### src/rtl/s27_bist_ctrl.sv
// BIST controller for the s27 benchmark: LFSR pattern source, flush phase, 8-bit MISR.
// Optional signature compare against GOLDEN is enabled by defining S27_BIST_CMP_EN.
module s27_bist_ctrl #(
  parameter int unsigned NUM_PATTERNS = 15,
  parameter int unsigned FLUSH_CYCLES = 3,
  parameter logic [7:0]  GOLDEN       = 8'h00
) (
  input  logic       CK,
  input  logic       RST,
  input  logic       START,
  input  logic       ABORT,
  input  logic       G17,
  output logic       G0,
  output logic       G1,
  output logic       G2,
  output logic       G3,
  output logic       BUSY,
  output logic       DONE,
  output logic [7:0] SIGNATURE,
  output logic       PASS
);

`ifdef S27_BIST_CMP_EN
  localparam logic CmpEn = 1'b1;
`else
  // PASS register is never set, so it folds to a constant 0.
  localparam logic CmpEn = 1'b0;
`endif

  localparam logic       HasFlush  = (FLUSH_CYCLES != 0);
  localparam logic [7:0] FlushLast = 8'(FLUSH_CYCLES - 1);
  localparam logic [7:0] RunLast   = 8'(NUM_PATTERNS - 1);

  typedef enum logic [1:0] {StIdle, StFlush, StRun, StDone} state_e;

  state_e     state_q, state_d;
  logic [7:0] cnt_q, cnt_d;
  logic [3:0] lfsr_q, lfsr_d;
  logic [7:0] sig_q, sig_d;
  logic       pass_q, pass_d;
  logic [3:0] pat;

  always_comb begin
    state_d = state_q;
    cnt_d   = cnt_q;
    lfsr_d  = lfsr_q;
    sig_d   = sig_q;
    pass_d  = pass_q;
    unique case (state_q)
      StIdle: begin
        if (START) begin
          lfsr_d  = 4'b0001;
          sig_d   = 8'h00;
          pass_d  = 1'b0;
          cnt_d   = 8'h00;
          state_d = HasFlush ? StFlush : StRun;
        end
      end
      StFlush: begin
        if (ABORT) begin
          pass_d  = 1'b0;
          state_d = StIdle;
        end else if (cnt_q == FlushLast) begin
          cnt_d   = 8'h00;
          state_d = StRun;
        end else begin
          cnt_d = cnt_q + 8'h01;
        end
      end
      StRun: begin
        if (ABORT) begin
          // Signature freezes at its partial value; the aborting edge absorbs nothing.
          pass_d  = 1'b0;
          state_d = StIdle;
        end else begin
          lfsr_d = {lfsr_q[2:0], lfsr_q[3] ^ lfsr_q[0]};
          sig_d  = {sig_q[6:0], sig_q[7] ^ sig_q[5] ^ sig_q[4] ^ sig_q[3] ^ G17};
          if (cnt_q == RunLast) begin
            pass_d  = CmpEn & (sig_d == GOLDEN);
            state_d = StDone;
          end else begin
            cnt_d = cnt_q + 8'h01;
          end
        end
      end
      StDone: begin
        state_d = StIdle;
      end
      default: begin
        state_d = StIdle;
      end
    endcase
  end

  always_ff @(posedge CK) begin
    if (RST) begin
      state_q <= StIdle;
      cnt_q   <= 8'h00;
      lfsr_q  <= 4'b0001;
      sig_q   <= 8'h00;
      pass_q  <= 1'b0;
    end else begin
      state_q <= state_d;
      cnt_q   <= cnt_d;
      lfsr_q  <= lfsr_d;
      sig_q   <= sig_d;
      pass_q  <= pass_d;
    end
  end

  always_comb begin
    pat = (state_q == StRun) ? lfsr_q : 4'b0000;
  end

  assign {G3, G2, G1, G0} = pat;
  assign BUSY      = (state_q == StFlush) || (state_q == StRun);
  assign DONE      = (state_q == StDone);
  assign SIGNATURE = sig_q;
  assign PASS      = pass_q;

endmodule

### config.mk
export PLATFORM = sky130hd
export DESIGN_NAME = s27_bist_ctrl
export DESIGN_NICKNAME = d
export VERILOG_FILES = /design/src/rtl/s27_bist_ctrl.sv
export SDC_FILE = /design/constraint.sdc
export NUM_CORES = 1
export LEC_CHECK = 0
export BUFFER_PORTS_ARGS = -buffer_cell sky130_fd_sc_hd__buf_2
export CAP_MARGIN = 10
export CORE_MARGIN = 5
export CORE_UTILIZATION = 45
export CTS_CLUSTER_DIAMETER = 50
export DETAILED_ROUTE_END_ITERATION = 16
export GPL_ROUTABILITY_DRIVEN = 1
export GPL_TIMING_DRIVEN = 1
export PLACE_DENSITY = 0.65
export SYNTH_ARGS = -nofsm -noshare
export SYNTH_HDL_FRONTEND = slang
export SYNTH_SLANG_ARGS = --single-unit
### constraint.sdc
create_clock -name CK -period 2.5 [get_ports CK]
set_input_delay 0.5 -clock CK [delete_from_list [all_inputs] [get_ports CK]]
set_output_delay 0.5 -clock CK [all_outputs]
set_load 0.005 [all_outputs]
**Yosys cells after proc, flatten, opt, wreduce, memory -nomap -nowiden**

Index checks and enable logic that the tools add are counted.

- Flip-flop bits (word level): 23
- Bits of input ports: 5
- Output and inout port bits: 15
- Word-level logic and storage cells: 54

- Add/subtract/negate cells: 1
- Equal/unequal tests: 12
- Mux-type cells: 23
- Bitwise operators: 5
- Reductions and logical operators: 8

Operator list:

| cell | number |
|---|---|
| two-way mux 8 bit | 6 |
| case mux 8 bit (3 select lines) | 1 |
| case mux 8 bit (2 select lines) | 1 |
| two-way mux 4 bit | 3 |
| two-way mux 2 bit | 5 |
| != test 2 bit, second input constant | 5 |
| adder 8 x 1 -> 8 bit, second input constant | 1 |
| == test 8 x 2 -> 1 bit, second input constant | 1 |
| == test 8 x 4 -> 1 bit, second input constant | 1 |
| case mux 2 bit (4 select lines) | 1 |
| case mux 4 bit (2 select lines) | 1 |
| != test 3 bit, second input constant | 2 |
| AND reduction 3 bit | 2 |
| AND reduction 5 bit | 1 |
| XOR 1 bit | 5 |
| == test 2 bit, second input constant | 2 |
| two-way mux 1 bit | 4 |
| AND reduction 4 bit | 1 |
| case mux 1 bit (3 select lines) | 1 |
| nonzero test 3 bit | 1 |
| == test 2 x 1 -> 1 bit, second input constant | 1 |
| zero test 2 bit | 1 |
| nonzero test 2 bit | 1 |
| logical OR 1 bit | 1 |

**Longest topological paths before layout**

- Depth in word-level cells: 6
- Gate-level depth with buffers: 8
- Depth with buffers taken out: 6

**Worst setup path before layout**

Ideal clock, no wire load.

- Kind: reg-to-reg
- Start point: register state_q[0]
- End point: register cnt_q[7]
- Library setup time: 0.066 ns
- Arrival: 1.689 ns
- Data required time: 2.434 ns
- Slack: 0.745 ns
- Cell stages (with the launch flop): 8
- Buffers on the path: 1
- Clock period less this slack: 1.755 ns
- Path through: dfxtp_1 inv_1 ha_1 o21ai_2 nand3_1 buf_6 or4_4 a21oi_2

- Cells in the longest elaborated chain, start to end: 3
- Elaborated cells on any way between the ends: 10
- Those cells by class: eq/ne: 6; mux: 1; reduce/logical: 3

RTL lines:

| what | RTL line | source |
|---|---|---|
| start, declared | 36 | `state_e state_q, state_d;` |
| start signal, assigned | 97 | `state_q <= StIdle;` |
| start signal, assigned | 103 | `state_q <= state_d;` |
| == test 2 bit (tied with other cells) | 49 | `unique case (state_q)` |
| != test 2 bit (no line) or nonzero test 3 bit (tied branches) | - |  |
| AND reduction 5 bit (no line) | - |  |
| end signal, assigned | 104 | `cnt_q <= cnt_d;` |
| end, declared | 37 | `logic [7:0] cnt_q, cnt_d;` |

Parallel ways exist; a longest one is shown, timed or not.
A chain may end at the register's enable or synchronous reset.

**Worst setup path in the final report**

Same ends and word-level chain as after synthesis.

==> reports/summary.md <==
## CTS
- CTS buffer count: 3
- number of clock sinks: 22
- number of instances resized during post-cts repair: 0
- clock slew at reported path FFs: 0.14 ns
- Hold-fix buffers, CTS: 0
- # H-tree levels: 1
- later-pin clock latency in the skew report: 0.31 ns
- Setup Fix Bufs, Post-CTS: 0
- master cell of the clock root buffer: clkbuf_4
- Max Root-Sink Buffers: 2
- clock tree from TritonCTS: done

## Route
- drt wl/cell: 14.1 um
- routed via count divided by cell count: 5.77
- count of nets left with antenna violations after detail routing: 0
- Routed WL: 2.82 mm
- number of DRC violations after detailed routing: 0
- via count: 1,153
- starting DRC count in detailed routing: 62
- router iterations before antenna repair: 4

## Placed design
- HPWL after DPL: 2.08 mm
- Buffers on Ports: 18
- RD Place Congestion: 0.800
- dpl ws: 0.381 ns

## Floorplan
- die height: 64.0 um
- number of top-level pins: 20
- area inside the core boundary: 0.00278 mm^2
- area of the die: 0.00409 mm^2
- Initial Utilization: 0.471
- site row count: 19
- Die X: 64.0 um

## Synth
- EDFF count, synth: 0
- portion of the post-synthesis area used by sequential elements: 0.336
- number of flip-flops and latches in the synthesized netlist: 22
- library cells used by synthesis: 48
- netlist area before placement: 0.00131 mm^2
- share of synthesized registers carrying an async set or reset: 0
- Cells after Synth: 156
- top flip-flop cell by instance count after synthesis: dfxtp_1
- yosys warns: 0
- Post-Synthesis Net Count: 168
- Avg Inst Size Synth: 8.41 um^2

## Worst hold path
- Tightest Hold Check Type: flop to flop
- launch point of the worst hold path: cnt_q[7]

## Pwr
- areal power density over the cells: 505 mW/mm^2
- VDD IR-drop max: 0.328 mV
- leakage power: 0.000569 uW

## STA
- pins over their slew limit: 0
- Highest Clock Rate: 0.466 GHz
- Final Hold Vio Count: 0
- worst slew margin relative to its limit: 0.631
- unrepaired setup endpoints after global routing: no
- fin worst setup slack: 0.356 ns
- total of endpoints with negative setup slack in the final report: 0
- final period utilization: 0.858
- Min Clock Period, post-route: 2.14 ns
- maximum clock skew at final layout: 0.00850 ns
- transition time at the pin with the least slew margin: 0.552 ns
- setup tns final: 0 ns

## GRT
- overall overflow remaining after global route: 0
- All-Layer GR Usage: 0.150
- number of antenna violations at the first check in global routing: 0
- global-route wire length before repair: 5.11 mm
- largest net degree at the start of global routing: 20
- number of global-route vias before repair: 1,150

## Critical path
- arrival time at the worst endpoint: 2.41 ns
- FF-to-FF Start: state_q[0]
- Critical Path End Type: flop
- required time reported for the critical path endpoint: 2.76 ns
- Setup crit start kind: flop
- type of the setup path with the least slack: flop to flop
- Max Fanout on Critical Path: 13
- Critical Path Source: state_q[0]

## Layout
- antenna diode count: 0
- Storage cell area: 440 um^2
- layout overhead on the synthesized area: 10.2%
- Filler cells: 254
- multi-input gate area in the final layout: 790 um^2
- ratio of cells with drive above 1 in the final layout: 0.189
- number of nets in the layout: 182

## Job
- number of max-capacitance violations reported: 0

## Status
- run status: finished, final reports clean

[kinds of logic after synthesis]
| family | count (synthesis) | synth area share |
|---|---|---|
| buf+inv | 17 | 0.0620 |
| compound gates | 41 | 0.231 |
| xor+xnor | 3 | 0.0305 |
| other cells | 1 | 0.00286 |
| flops | 22 | 0.336 |
| simple gates | 65 | 0.271 |
| fa+ha+maj | 7 | 0.0668 |
[registers in the layout, indices dropped and copies added, names as in the netlist]
| register | count |
|---|---|
| state_q | 2 |
| lfsr_q | 4 |
| SIGNATURE | 8 |
| cnt_q | 8 |
[power by group]
group	switching [uW]	total, uW	internal (uW)
clock network	118	280	162
logic	60.0	93.1	33.2
registers	3.42	357	354
[area by class of cell]
class                           count  area share
Clock inverter                      1      0.0208
Multi-Input combinational cell    117       0.546
Clock buffer                        3      0.0156
Sequential cell                    22       0.305
Tap cell                           31      0.0268
Inverter                            7      0.0182
Timing Repair Buffer               19      0.0675
[cell usage in the layout, fill, tap and decap left out, types with 2 or more instances in the layout]
cell type and count:
a311oi_1 2, buf_2 18, and3_1 2, a21oi_1 6, nand3_1 7, nor2b_1 5, nand4_1 3, clkbuf_4 3
inv_1 7, ha_1 7, o21ai_1 4, o31ai_1 2, o211ai_1 2, nor2_1 19, a22oi_1 11, o21ai_0 2
nand2_1 7, nor3_1 4, dfxtp_1 22, or3_1 3, and2_1 6
[stage by stage]
step           total power (uW)  instance area (um^2)   util  hold WS (ns)  cells
3_5_place_dp                457                  1390  0.501         0.487    196
5_1_grt                     768                  1450  0.520         0.527    200
2_1_floorplan               439                  1310      -         0.466    156
6_report                    730                  1450  0.520         0.505    200
4_1_cts                     735                  1450  0.520         0.505    200
3_3_place_gp                455                  1390  0.501         0.481    196
[cells in the mapped netlist, types with 2 or more instances]
library cell  number  area [um^2]
nor3_1             4         20.0
nor2_1            19         71.3
nand3_1            7         35.0
dfxtp_1           22          440
or3_1              3         18.8
inv_1              7         26.3
o211ai_1           2         15.0
a311oi_1           2         17.5
and2_1             6         37.5
o21ai_0            2         10.0
o21ai_1            4         20.0
buf_2              5         25.0
and3_1             2         12.5
nand4_1            3         18.8
o31ai_1            2         15.0
clkbuf_1           3         11.3
ha_1               7         87.6
nand2_1            7         26.3
nor2b_1            5         31.3
a21oi_1            6         30.0
a22oi_1           11         82.6
[worst max-delay path: stages (launching register included)]
cell and delay [ns]:
dfxtp_1 0.40, inv_1 0.09, ha_1 0.34, o21ai_2 0.19, nand3_1 0.31, or4_4 0.61
a21oi_2 0.14
[metal layers]
metal	part of all wire	track usage	up-vias
met3	0.035	0.0368	4
met4	0.011	0.0675	0
met1	0.49	0.186	544
met5	0	0	-
li1	-	-	588
met2	0.47	0.242	17
[final timing paths]
| check | end | slack (ns) | cells after the start |
|---|---|---|---|
| setup reg to reg | cnt_q[7] | 0.36 | 6 |
| setup / recovery | cnt_q[7] | 0.36 | 6 |
| hold / removal | cnt_q[7] | 0.50 | 2 |
| hold reg to reg | cnt_q[7] | 0.50 | 2 |
(Power assumes the default switching activity.)
